<file path="config.mk">
export PLATFORM = sky130hd
export DESIGN_NAME = apb_cmd_master
export DESIGN_NICKNAME = d
export VERILOG_FILES = /design/src/rtl/apb_cmd_pkg.sv /design/src/rtl/apb_cmd_master.sv
export SDC_FILE = /design/constraint.sdc
export NUM_CORES = 1
export LEC_CHECK = 0
export CAP_MARGIN = 20
export CORE_MARGIN = 1
export CORE_UTILIZATION = 25
export CTS_CLUSTER_SIZE = 25
export DETAILED_ROUTE_END_ITERATION = 12
export GPL_TIMING_DRIVEN = 0
export PLACE_DENSITY_LB_ADDON = 0.15
export SLEW_MARGIN = 10
export SYNTH_ARGS = -nofsm -noshare
export SYNTH_HDL_FRONTEND = slang
export SYNTH_SLANG_ARGS = --single-unit
</file>
<file path="constraint.sdc">
create_clock -name PCLK -period 2 [get_ports PCLK]
set_input_delay 0.4 -clock PCLK [delete_from_list [all_inputs] [get_ports PCLK]]
set_output_delay 0.4 -clock PCLK [all_outputs]
set_load 0.01 [all_outputs]
</file>
<file path="src/rtl/apb_cmd_pkg.sv">
// Shared types for the APB command master: FSM state encoding and the
// command / response records carried through the sequencer.
package apb_cmd_pkg;

   localparam int APB_W = 8;

   typedef enum logic [1:0] {
      IDLE   = 2'd0,
      SETUP  = 2'd1,
      ACCESS = 2'd2,
      RESP   = 2'd3
   } apb_state_e;

   typedef struct packed {
      logic             write;
      logic [APB_W-1:0] addr;
      logic [APB_W-1:0] wdata;
   } cmd_t;

   typedef struct packed {
      logic [APB_W-1:0] rdata;
      logic             err;
      logic             timeout;
   } rsp_t;

endpackage

</file>
<file path="src/rtl/apb_cmd_master.sv">
// APB master sequencer: one valid/ready command becomes one APB transfer
// (SETUP, ACCESS with wait states and optional timeout), then one response.
module apb_cmd_master
   import apb_cmd_pkg::*;
#(
   parameter int WIDTH   = APB_W,
   parameter int TIMEOUT = 16
) (
   input  logic             PCLK,
   input  logic             resetn,
   input  logic             cmd_valid,
   output logic             cmd_ready,
   input  logic             cmd_write,
   input  logic [WIDTH-1:0] cmd_addr,
   input  logic [WIDTH-1:0] cmd_wdata,
   output logic             rsp_valid,
   input  logic             rsp_ready,
   output logic [WIDTH-1:0] rsp_rdata,
   output logic             rsp_err,
   output logic             rsp_timeout,
   output logic             PSEL,
   output logic             PENABLE,
   output logic             PWRITE,
   output logic [WIDTH-1:0] PADDR,
   output logic [WIDTH-1:0] PWDATA,
   input  logic             PREADY,
   input  logic             PSLVERR,
   input  logic [WIDTH-1:0] PRDATA,
   output logic [1:0]       state_dbg
);

   localparam int TO_W = $clog2(TIMEOUT + 2);
   localparam logic [TO_W-1:0] TO_LAST = TO_W'((TIMEOUT == 0) ? 0 : TIMEOUT - 1);

   apb_state_e      state;
   cmd_t            cmd_q;
   rsp_t            rsp_q;
   logic [TO_W-1:0] wait_cnt;

   // Handshakes: cmd is taken on a rising edge with cmd_valid && cmd_ready;
   // rsp is consumed on a rising edge with rsp_valid && rsp_ready. Only one
   // command is ever in flight.
   assign cmd_ready   = (state == IDLE) && resetn;
   assign PWRITE      = cmd_q.write;
   assign PADDR       = cmd_q.addr;
   assign PWDATA      = cmd_q.wdata;
   assign rsp_rdata   = rsp_q.rdata;
   assign rsp_err     = rsp_q.err;
   assign rsp_timeout = rsp_q.timeout;
   assign state_dbg   = state;

   always_ff @(posedge PCLK or negedge resetn) begin
      if (!resetn) begin
         state     <= IDLE;
         PSEL      <= 1'b0;
         PENABLE   <= 1'b0;
         cmd_q     <= '0;
         rsp_q     <= '0;
         rsp_valid <= 1'b0;
         wait_cnt  <= '0;
      end else begin
         case (state)
            IDLE: begin
               if (cmd_valid) begin
                  cmd_q    <= '{write: cmd_write, addr: cmd_addr, wdata: cmd_wdata};
                  PSEL     <= 1'b1;
                  wait_cnt <= '0;
                  state    <= SETUP;
               end
            end
            SETUP: begin
               PENABLE <= 1'b1;
               state   <= ACCESS;
            end
            ACCESS: begin
               // Completion has priority over the timeout on the same cycle.
               if (PREADY) begin
                  rsp_q     <= '{rdata: (cmd_q.write || PSLVERR) ? '0 : PRDATA,
                                 err: PSLVERR, timeout: 1'b0};
                  PSEL      <= 1'b0;
                  PENABLE   <= 1'b0;
                  rsp_valid <= 1'b1;
                  state     <= RESP;
               end else if ((TIMEOUT != 0) && (wait_cnt == TO_LAST)) begin
                  rsp_q     <= '{rdata: '0, err: 1'b1, timeout: 1'b1};
                  PSEL      <= 1'b0;
                  PENABLE   <= 1'b0;
                  rsp_valid <= 1'b1;
                  state     <= RESP;
               end else begin
                  wait_cnt <= wait_cnt + 1'b1;
               end
            end
            RESP: begin
               if (rsp_ready) begin
                  rsp_valid <= 1'b0;
                  state     <= IDLE;
               end
            end
            default: state <= IDLE;
         endcase
      end
   end

endmodule

</file>
# After elaboration in Yosys (flattened, before gate mapping)
# Cells that the tools add are included.
[op_classes] addsub=1 eq_ne=9 n_mux=21 n_reduce_logical=14
[ops] op="$mux W10" count=2
[ops] op="$mux W5" count=3
[ops] op="$pmux W5 S2" count=1
[ops] op="$reduce_and A3 Y1" count=3
[ops] op="$mux W2" count=4
[ops] op="$mux W8" count=1
[ops] op="$ne A2 B2 Y1 const B" count=4
[ops] op="$pmux W2 S4" count=1
[ops] op="$reduce_bool A2 Y1" count=4
[ops] op="$mux W1" count=6
[ops] op="$pmux W1 S2" count=3
[ops] op="$reduce_and A2 Y1" count=3
[ops] op="$add A5 B1 Y5 const B" count=1
[ops] op="$eq A5 B4 Y1 const B" count=1
[ops] op="$eq A2 B2 Y1 const B" count=2
[ops] op="$reduce_and A4 Y1" count=1
[ops] op="$ne A3 B3 Y1 const B" count=1
[ops] op="$eq A2 B1 Y1 const B" count=1
[ops] op="$logic_not A2 Y1" count=1
[ops] op="$logic_and A1 B1 Y1" count=1
[ops] op="$logic_or A1 B1 Y1" count=1
[totals] register_bits=37 out_inout_bits=33 wordCells=56

# Longest topological paths before layout
# Gate-level depths: netlist (run 1).
[depth] depth_word=4 depth_mapped=8 ltp_nobuf=7

# Worst setup path before layout (run 1)
# OpenSTA, ideal clock, no wires.
[synth_path] path_kind="register to register" start="register wait_cnt[0]" end="register wait_cnt[3]" t_arrival_ps=1731 setup_slack_ps=200 stages_incl_launch_ff=8 period_less_slack_ps=1800 cell_sequence="dfrtp_1 > ha_1 > and3_1 > ha_1 > nor2_4 > nand4_1 > or4_1 > nand3_1"
[synth_via] elab_chain_cells=4 word_cells_on_any_way=7 cone_classes="add/sub (1); eq/ne (2); mux (3); reduce/logical (1)"
[synth_rtl] element="from (decl)" line="apb_cmd_master.sv:38" rtl="logic [TO_W-1:0] wait_cnt;"
[synth_rtl] element="from (signal assigned)" line="apb_cmd_master.sv:91" rtl="wait_cnt <= wait_cnt + 1'b1;"
[synth_rtl] element="$add A5 B1 Y5" line="apb_cmd_master.sv:91"
[synth_rtl] element="$mux W5" line="apb_cmd_master.sv:84" rtl="end else if ((TIMEOUT != 0) && (wait_cnt == TO_LAST)) begin"
[synth_rtl] element="$mux W5" line="apb_cmd_master.sv:77" rtl="if (PREADY) begin"
[synth_rtl] element="$pmux W5 S2" line="apb_cmd_master.sv:62" rtl="case (state)"
# Parallel ways exist; a longest one is shown, timed or not. The select of a mux whose other input is x is not followed.
# A chain may end at the register's enable or synchronous reset.

# Worst setup path in the final report (run 1)
[layout_path] start="register wait_cnt[0]" end="register wait_cnt[4]"
# Same word-level chain as after synthesis.

==> results by stage, run 1 <==
Yosys:
- The area share of the largest cell type after synthesis is 56.9%.
- The number of flops mapped to enable cells by yosys is 0.
- The cell area after synthesis is approximately 1600 µm².
- After synthesis, the share of flip-flops with an asynchronous set or reset is between 90% and 100%.
- The most frequent cell after synthesis is sky130_fd_sc_hd__dfrtp_1.
- The commonest cells after synthesis are 37 x sky130_fd_sc_hd__dfrtp_1, 16 x sky130_fd_sc_hd__mux2_2, 9 x sky130_fd_sc_hd__nand2_1, 8 x sky130_fd_sc_hd__a21oi_1, 8 x sky130_fd_sc_hd__a22o_1.
- Summing the sequential cell areas from Yosys gives 56.9% of the chip area.
- The count of synthesis-stage warnings from yosys is 0.
- The synthesized net count is about 170.
- Ranked by total cell area, the synthesized netlist is headed by sky130_fd_sc_hd__dfrtp_1 57%, sky130_fd_sc_hd__mux2_2 11%, sky130_fd_sc_hd__ha_1 4.6%, sky130_fd_sc_hd__a22o_1 4.3%, sky130_fd_sc_hd__a21oi_1 2.5%.
- The mean instance size in the synthesized netlist is around 13 µm².
- The number of distinct standard cells referenced by the synthesized netlist is 29.
- Synthesis inferred 37 register bits.
- Synthesis handed over a netlist of ~130 instances.
- For this run, the leading register cell type out of synthesis is sky130_fd_sc_hd__dfrtp_1.
- The synthesized design spends more area on one cell type than any other, namely sky130_fd_sc_hd__dfrtp_1.

Die:
- From bottom edge to top edge, the die measures 82.7 µm.
- In this run the core area contains 29 standard-cell rows.
- The core region is 6310 µm².
- The die is 82.7 µm wide.
- The initial utilization of the core area, before any placement, comes to between 20% and 30%.
- The top-level port count is 64.
- The overall die area is a little under 7000 µm².

Cells and area:
- Summing all multi-input logic gate instances after layout gives 662 µm².
- Fill cells in the final layout number between 600 and 700.
- 0 antenna diodes ended up in the layout.
- The post-route netlist has between 20% and 30% of its cells at a drive strength greater than 1.
- The area added between synthesis and finish is 54.8%.
- The number of nets in the layout is between 200 and 250.
- The area taken by flip-flops and latches is 926 µm².

Critical path:
- Of all nets on the critical path, the largest fanout is 9.
- The kind of start point of the critical path is a register.
- Among the stages of the critical path, the cell type that occurs most often is sky130_fd_sc_hd__ha_1.
- The minimum setup slack among reg-to-reg paths is approximately 0.14 ns.
- The destination of the worst register-to-register timing path is wait_cnt[4].
- The startpoint of the most critical register-to-register path is wait_cnt[0].
- Traced cell by cell, the critical path runs through ha_1, and3_1, ha_1, or2_1, buf_6, o41a_1, o21ai_1.
- STA puts the critical path data required time at ~2.2 ns.
- The data arrival time of the worst path is slightly above 2 ns.
- The number of buffers and inverters on the critical path is 1.
- The depth of the most critical reg-to-reg path is 7.
- The family with the most delay on the worst path is adder cells.
- The slowest cell on the critical path is sky130_fd_sc_hd__dfrtp_1.
- The worst setup path is of the reg -> reg kind.
- The kind of end point of the critical path is a register.
- The worst stage delay on the critical path is ~0.39 ns.

STA:
- The max-slew violation total from the final report was 0.
- The final worst clock skew is approximately 0.0094 ns.
- After layout, the worst path uses 93.0% of the clock period.
- Setup violations remaining at the end of the flow were counted as 0.
- The final count of hold timing violations is 0.
- The final critical-path required period is 1.86 ns.
- The headroom to the max-slew limit is about three quarters.
- The measured slew at the worst slew-check pin is 0.367 ns.
- Timing would allow up to about 540 MHz.
- Hold is met by 0.0759 ns.
- Setup repair after global routing left no endpoint under its margin.
- After layout, the worst setup slack is approximately 0.14 ns.

Power:
- The switching power as a share of total power is approximately 33%.
- Cell internal power was estimated by the tool at around 2400 µW.
- The maximum ir drop on the vdd rail is around 450 µV.
- In this run, the clock network consumes between 10 and 15% of the power.
- The leakage power summed over all cells is roughly 0.0011 µW.
- Sequential cells account for between 30% and 40% of the total power.
- The logic gate share of total power is ~50%.
- The analysis attributes to net switching a power of around 1200 µW.
- Dividing total power by cell area gives a power density of about 1400 nW/µm².

Place:
- The post-placement setup slack is ~0.023 ns.
- The placed wire-length estimate after detailed placement is roughly 2900 µm.
- The count of buffers inserted at the top-level ports is 63.
- The weighted congestion reported at the end of routability-driven placement is 0.710.

Clock tree:
- The sink count of the clock tree is 37.
- The post-CTS clock slew at the launch and capture registers of the worst setup and hold paths is about 0.070 ns.
- The number of buffers created by CTS is 5.
- The TritonCTS clock tree is yes.
- The count of H-tree levels built during CTS is 2.
- The library cell used as clock root buffer is sky130_fd_sc_hd__clkbuf_8.
- The maximum clock path buffer count is 2.
- The clock latency reported for the late side of the worst-skew pair is ~0.28 ns.

GRT:
- The via count of the first global-routing pass came to about 1300.
- The overall global routing resource usage is about an eighth.
- Global routing consumed, on the met2 layer, about 20% of the routing resources.
- The number of antenna violations at the first check in global routing is 0.
- The first-pass GRT wire length is 6140 µm.
- The pin count of the biggest net entering global routing is 32.
- The routing usage on met3 is between 3 and 4%.
- The total global routing overflow is 0.
- After global routing, the most crowded layer is met2.
- The met1 usage is roughly 15%.

Status:
- The run finished with clean final reports.

Worst hold path:
- The type of the tightest min-delay check is in -> async.

Routing:
- After detailed routing, the number of vias per cell comes to roughly 4.6.
- The total vias in the final route is roughly 1300.
- The final layout contains routed wiring with a total length of 3870 µm.
- The number of antenna-violating nets in the routed design is 0.
- The first-iteration detailed-routing DRC count is 80.
- The detailed-route wire length per cell is approximately 14 µm.
- For this run, design rule violations remaining after detail routing come to 0.
- The first-pass detailed-route iteration total is 4.

Job:
- The max capacitance violation total is 0.
[power by group through the flow]
| stage | registers, µW | clock network (µW) | logic, µW |
|---|---|---|---|
| global placement | 1290 | 0 | 1680 |
| detailed placement | 1320 | 0 | 1720 |
| floorplan | 1440 | 0 | 689 |
| global route | 1330 | 589 | 1980 |
| finish | 1280 | 523 | 1800 |
| CTS | 1290 | 549 | 1810 |
[state kept, by name, summed over array words and instances (netlist names)]
name         count
rsp_rdata        8
wait_cnt         5
PENABLE          1
rsp_timeout      1
state_dbg        2
PWRITE           1
PWDATA           8
rsp_valid        1
PSEL             1
PADDR            8
rsp_err          1
[how the worst max path moves through the flow]
stage | start | to | slack, ns | cells past startpoint
global route | wait_cnt[0] | wait_cnt[3] | 0.04 | 7
detailed placement | resetn | cmd_ready | 0.02 | 4
global placement | resetn | cmd_ready | -1.33 | 3
CTS | wait_cnt[0] | wait_cnt[3] | 0.03 | 7
finish | wait_cnt[0] | wait_cnt[4] | 0.14 | 7
floorplan | wait_cnt[0] | wait_cnt[3] | 0.20 | 7
[layer usage]
metal,wire length [µm],up-vias
met5,0,-
met4,49,0
met3,256,4
met2,1950,45
met1,1610,641
li1,-,613
[cell families after synthesis]
family	count (synthesis)	share of synthesized area (%)
flops	37	56.9
compound gates	31	12.8
simple gates	31	10.7
mux	17	11.8
buf+inv	7	3.15
fa+ha+maj	6	4.62
[cell type report]
cell class                      count  area share (%)
Clock buffer                        6            3.28
Timing Repair Buffer               70            27.5
Buffer                              3            1.34
Inverter                            4           0.696
Clock inverter                      1           0.298
Tap cell                           77            3.83
Sequential cell                    37            36.8
Multi-Input combinational cell     85            26.3
[metrics by stage]
stage               util, %  TNS [ns]  std cells  power (µW)  instance area (µm²)
global route           39.9         0        283        3890                 2520
CTS                    39.5         0        280        3650                 2490
detailed placement     37.5         0        270        3040                 2370
floorplan                 -         0        129        2130                 1630
global placement       37.3    -14.98        269        2970                 2350
finish                 39.9         0        283        3610                 2520
[timing repair]
item                                    4_1_cts  5_1_grt
pin swaps                                     0        1
setup buffers                                 2        3
endpoints found under the hold margin         7        0
endpoints found under the setup margin        1        5
hold buffers                                  1        0
resized for setup                             5        0
[placed cells by master (no fill, tap or decap), types with 3 or more instances in the layout]
master                             n
sky130_fd_sc_hd__clkdlybuf4s50_1  61
sky130_fd_sc_hd__dfrtp_1          37
sky130_fd_sc_hd__mux2_2           16
sky130_fd_sc_hd__nand2_1           9
sky130_fd_sc_hd__a22o_1            8
sky130_fd_sc_hd__a21oi_1           8
sky130_fd_sc_hd__nor2_1            6
sky130_fd_sc_hd__o21ai_0           6
sky130_fd_sc_hd__clkbuf_8          6
sky130_fd_sc_hd__ha_1              5
sky130_fd_sc_hd__buf_4             5
sky130_fd_sc_hd__o21ai_1           4
sky130_fd_sc_hd__buf_6             3
(Power assumes the default switching activity.)
==> run 2: changes to the inputs <==
Settings changed: CORE_MARGIN 1 to not set.
==> results of run 2 <==
The final DEF is identical to that of run 1; final timing and power are the same.
